$ cat src/rtl/dmem_arbiter.sv
// Data-memory arbiter: core has absolute priority, one external requester is buffered and issued in core-free cycles.
// Optional wait counter / sticky ext_starved flag under `DMEM_ARB_STARVE_CNT_EN.
//   state | meaning
//   IDLE  | buffer empty, ext_ready=1, accepting a new external request
//   PEND  | request buffered, waiting for a cycle with core_be==0 to issue
//   RESP  | external read issued last cycle, ext_rvalid=1 with mem_do
module dmem_arbiter #(
   parameter int unsigned STARVE_LIMIT = 255
) (
   input  logic        clk,
   input  logic        resetb,
   input  logic [3:0]  core_be,
   input  logic        core_we,
   input  logic [31:0] core_addr,
   input  logic [31:0] core_di,
   output logic [31:0] core_do,
   output logic [3:0]  mem_be,
   output logic        mem_we,
   output logic [31:0] mem_addr,
   output logic [31:0] mem_di,
   input  logic [31:0] mem_do,
   input  logic        ext_valid,
   output logic        ext_ready,
   input  logic        ext_we,
   input  logic [31:0] ext_addr,
   input  logic [31:0] ext_wdata,
   input  logic [3:0]  ext_be,
   output logic        ext_rvalid,
   output logic [31:0] ext_rdata
`ifdef DMEM_ARB_STARVE_CNT_EN
   ,
   output logic        ext_starved
`endif
);

   typedef enum logic [1:0] {IDLE, PEND, RESP} state_t;

   state_t      state_q, state_d;
   logic        buf_we_q, buf_we_d;
   logic [31:0] buf_addr_q, buf_addr_d;
   logic [31:0] buf_wdata_q, buf_wdata_d;
   logic [3:0]  buf_be_q, buf_be_d;
   logic        core_act;
   logic        issue;

   assign core_act   = |core_be;
   assign issue      = (state_q == PEND) && !core_act;
   assign ext_ready  = (state_q == IDLE);
   assign ext_rvalid = (state_q == RESP);
   assign core_do    = mem_do;
   assign ext_rdata  = mem_do;

   always_comb begin
      mem_be   = 4'b0000;
      mem_we   = 1'b0;
      mem_addr = '0;
      mem_di   = '0;
      if (core_act) begin
         mem_be   = core_be;
         mem_we   = core_we;
         mem_addr = core_addr;
         mem_di   = core_di;
      end else if (issue) begin
         // reads always fetch the full word; writes honour the buffered enables, even all-zero
         mem_be   = buf_we_q ? buf_be_q : 4'b1111;
         mem_we   = buf_we_q;
         mem_addr = buf_addr_q;
         mem_di   = buf_wdata_q;
      end
   end

   always_comb begin
      state_d     = state_q;
      buf_we_d    = buf_we_q;
      buf_addr_d  = buf_addr_q;
      buf_wdata_d = buf_wdata_q;
      buf_be_d    = buf_be_q;
      case (state_q)
         IDLE: begin
            if (ext_valid) begin
               state_d     = PEND;
               buf_we_d    = ext_we;
               buf_addr_d  = ext_addr;
               buf_wdata_d = ext_wdata;
               buf_be_d    = ext_be;
            end
         end
         PEND: begin
            if (issue) state_d = buf_we_q ? IDLE : RESP;
         end
         RESP:    state_d = IDLE;
         default: state_d = IDLE;
      endcase
   end

   always_ff @(posedge clk or negedge resetb) begin
      if (!resetb) begin
         state_q     <= IDLE;
         buf_we_q    <= 1'b0;
         buf_addr_q  <= '0;
         buf_wdata_q <= '0;
         buf_be_q    <= '0;
      end else begin
         state_q     <= state_d;
         buf_we_q    <= buf_we_d;
         buf_addr_q  <= buf_addr_d;
         buf_wdata_q <= buf_wdata_d;
         buf_be_q    <= buf_be_d;
      end
   end

`ifdef DMEM_ARB_STARVE_CNT_EN
   localparam logic [15:0] LIMIT = 16'(STARVE_LIMIT);

   logic [15:0] wait_cnt_q, wait_cnt_d;
   logic        starved_q, starved_d;

   always_comb begin
      wait_cnt_d = wait_cnt_q;
      if (issue)
         wait_cnt_d = '0;
      else if ((state_q == PEND) && (wait_cnt_q < LIMIT))
         wait_cnt_d = wait_cnt_q + 16'd1;
      starved_d = starved_q | (wait_cnt_d == LIMIT);
   end

   always_ff @(posedge clk or negedge resetb) begin
      if (!resetb) begin
         wait_cnt_q <= '0;
         starved_q  <= 1'b0;
      end else begin
         wait_cnt_q <= wait_cnt_d;
         starved_q  <= starved_d;
      end
   end

   assign ext_starved = starved_q;
`endif

endmodule
$ cat config.mk
export PLATFORM = sky130hd
export DESIGN_NAME = dmem_arbiter
export DESIGN_NICKNAME = d
export VERILOG_FILES = /design/src/rtl/dmem_arbiter.sv
export SDC_FILE = /design/constraint.sdc
export NUM_CORES = 1
export LEC_CHECK = 0
export CORE_AREA = 5 5 118 120
export CTS_BUF_LIST = sky130_fd_sc_hd__clkbuf_8 sky130_fd_sc_hd__clkbuf_16
export DETAILED_ROUTE_END_ITERATION = 12
export DIE_AREA = 0 0 123 125
export DONT_BUFFER_PORTS = 1
export HOLD_SLACK_MARGIN = 0.05
export PLACE_DENSITY = 0.53
export REMOVE_ABC_BUFFERS = 1
export SETUP_SLACK_MARGIN = 0.5
export SKIP_CTS_REPAIR_TIMING = 1
export SLEW_MARGIN = 20
export SYNTH_ARGS = -nofsm -noshare
export SYNTH_HDL_FRONTEND = slang
export SYNTH_SLANG_ARGS = --single-unit
$ cat constraint.sdc
create_clock -name clk -period 1.9 [get_ports clk]
set_input_delay 0.095 -clock clk [delete_from_list [all_inputs] [get_ports clk]]
set_output_delay 0.095 -clock clk [all_outputs]
set_load 0.02 [all_outputs]
==> flow_metrics.env <==
export IMPL_run_status="complete, but fails checks"
export IMPL_failing_checks="hold timing"
export IMPL_post_dp_hpwl_um=9850
export IMPL_netlist_cell_type_count=17
export IMPL_crit_cells=5
export IMPL_mostFrequentLayoutCell="sky130_fd_sc_hd__dlygate4sd3_1"
export IMPL_die_height_um=125
export IMPL_placement_rows=42
export IMPL_p_leak_nw=2.55
export IMPL_r2r_setup_slack_ns=0.26
export IMPL_critical_path_startpoint_type="register"
export IMPL_power_internal_mw=4.65
export IMPL_share_comb_of_total_power_pct=35.0
export IMPL_maxSlewHeadroom_pct=72.6
export IMPL_number_of_levels_the_h_tree_was_split_into=3
export IMPL_irDropWorstVdd_mv=0.432
export IMPL_antenna_left=0
export IMPL_switching_share_pct=27.1
export IMPL_synth_seq_cells=71
export IMPL_timing_hold_violations_final=71
export IMPL_cts_root_buf="sky130_fd_sc_hd__clkbuf_16"
export IMPL_worst_r2r_startpoint="state_q[1]"
export IMPL_critPathCaptureType="register"
export IMPL_post_layout_nonfiller_instances=571
export IMPL_port_buffers=0
export IMPL_top_signal_layer_used="met5"
export IMPL_p_switching_mw=1.73
export IMPL_dpl_worst_slack_ns=0.378
export IMPL_vias_per_cell=5.26
export IMPL_detail_route_first_pass_iterations=3
export IMPL_average_routed_wire_per_standard_cell_um=27.0
export IMPL_syn_area_mm2=0.00465
export IMPL_worst_path_max_fanout=5
export IMPL_finalSetupViolCount=0
export IMPL_wl_met2_um=6650
export IMPL_rr_worst_depth=5
export IMPL_pwr_density_cell_mw_per_mm2=1080
export IMPL_grt_total_usage_pct=16.5
export IMPL_data_required_time_of_the_worst_path_ns=2.12
export IMPL_numPlacedInstances=470
export IMPL_gp_congestion=0.735
export IMPL_timing_final_ws_setup_ns=0.260
export IMPL_max_clock_freq_mhz=610
export IMPL_fraction_of_layout_instances_using_a_drive_strength_above_1_pct=46.1
export IMPL_rsz0062_at_grt="yes"
export IMPL_timing_worst_setup_path_type="register to register"
export IMPL_worst_ep_arrival_time_ns=1.86
export IMPL_power_frac_seq_pct=38.9
export IMPL_io_pins=308
export IMPL_final_max_slew_viol_count=0
export IMPL_design_area_mm2=0.00592
export IMPL_yosysWarnings=0
export IMPL_cts_reportedPaths_clkPinSlew_ns=0.06
export IMPL_grt_first_pass_wirelength_um=18600
export IMPL_pin_count_of_the_biggest_net_entering_global_routing=72
export IMPL_hold_class="input port to async pin"
export IMPL_drc_errors_left=0
export IMPL_crit_slowest_cell="sky130_fd_sc_hd__dfrtp_2"
export IMPL_clock_tree_buffer_depth=2
export IMPL_layout_cells_most_common_list="sky130_fd_sc_hd__dlygate4sd3_1 (70), sky130_fd_sc_hd__mux2_2 (69), sky130_fd_sc_hd__dfrtp_1 (69)"
export IMPL_holdWs_ns=-0.550
export IMPL_synth_seq_area_share_pct=38.2
export IMPL_setup_tns_ns=0
export IMPL_clock_tree_from_tritoncts="done"
export IMPL_drt_iter0_drc=79
export IMPL_route_final_wire_length_um=15400
export IMPL_cts_buffers_inserted=9
export IMPL_route_vias_total=3006
export IMPL_cts_num_sinks=71
export IMPL_worstSetupStartpoint="state_q[1]"
export IMPL_flow_area_growth_from_synthesis_pct=27.3
export IMPL_syn_mean_instance_area_um2=12.3
export IMPL_crit_end="buf_addr_q[4]"
export IMPL_met3_wirelength_um=2150
export IMPL_clock_latency_ns=0.34
export IMPL_power_share_clock_pct=26.1
export IMPL_timing_critical_path_cells="nor3b_4 > buf_12 > buf_4 > buf_8 > mux2_4"
export IMPL_design_die_area_mm2=0.0154
export IMPL_remaining_global_route_overflow=0
export IMPL_met1Wirelength_um=6360
export IMPL_period_minus_slack_ns=1.64
export IMPL_max_cap_violations=0
export IMPL_timing_critical_path_max_delay_family="flip-flops"
export IMPL_fraction_of_the_core_area_covered_by_cells_at_the_end_of_the_flow_pct=46.0
export IMPL_coreArea_mm2=0.0129
export IMPL_chipWidth_um=123
export IMPL_post_route_skew_ns=0.00540
export IMPL_cp_buffers_inverters=3
export IMPL_worst_pin_slew_ns=0.410
export IMPL_part_of_the_cycle_the_worst_path_needs_pct=86.3
export IMPL_synthCells=379
export IMPL_floorplan_initialDensity_pct=36.1
export IMPL_max_stage_delay_ns=0.46
export IMPL_dp_area_mm2=0.00432
export IMPL_first_global_vias=2895
export IMPL_grt_antenna_before_repair=0
export IMPL_fin_nets=563
export IMPL_antenna_cells=0
export IMPL_fin_total_pwr_mw=6.38
export IMPL_endpoint_of_the_most_critical_register_to_register_path="buf_addr_q[4]"
[cells in the mapped netlist (all sizes together)]
cell	instances	area [um2]
nand2b	4	25.0
nor3b	1	12.5
clkbuf	14	53.8
nor2b	2	12.5
nor2	2	7.51
buf	79	608
a211oi	1	7.51
nor4	1	21.3
a31o	4	35.0
mux2	134	1510
and3b	66	578
dfrtp	71	1780
[final cells by class]
cell class / count / area [um2]
clock buffer: 13 / 280
clock inverter: 3 / 16.3
timing repair buffer: 93 / 1150
tap: 176 / 220
sequential: 71 / 1780
multi-input combinational: 215 / 2470
fill: 1151 / 6950
[state kept, by name, indices dropped and copies added, names as in the netlist]
register / flops
buf_addr_q: 32
buf_wdata_q: 32
buf_be_q: 4
state_q: 2
buf_we_q: 1
[power by group through the flow]
stage	clock, mW	sequential, mW	combinational [mW]
floorplan	0	2.39	1.37
global placement	0	2.43	1.58
detailed placement	0	2.47	1.61
CTS	1.72	2.44	1.62
global route	1.78	2.57	2.38
finish	1.66	2.48	2.23
[worst min path at each step]
stage / start / to / slack [ns] / cells after the start
floorplan: resetb / buf_addr_q[0] / -0.20 / 0
global placement: resetb / buf_addr_q[11] / -0.20 / 0
detailed placement: resetb / buf_addr_q[11] / -0.20 / 0
CTS: resetb / buf_wdata_q[8] / -0.57 / 0
global route: resetb / buf_addr_q[11] / -0.57 / 0
finish: resetb / buf_addr_q[11] / -0.55 / 0
[worst reg2reg max path, cell delays in order (launching register included)]
cell and delay [ns]:
sky130_fd_sc_hd__dfrtp_2 0.46, sky130_fd_sc_hd__nor3b_4 0.35, sky130_fd_sc_hd__buf_12 0.18, sky130_fd_sc_hd__buf_4 0.12, sky130_fd_sc_hd__buf_8 0.11, sky130_fd_sc_hd__mux2_4 0.29
[per-layer routing]
layer	vias to the layer above	track usage [%]
li1	1302	-
met1	1484	19.5
met2	204	21.6
met3	14	13.5
met4	2	5.86
met5	-	5.26
[logic make-up after synthesis]
group / after synthesis / share of synthesized area (%)
muxes: 134 / 32.5
AOI/OAI and AO/OA: 5 / 0.915
buffers and inverters: 93 / 14.2
and+or+nand+nor: 76 / 14.1
DFF: 71 / 38.2
Note: power is estimated with default switching activity, not from simulation.
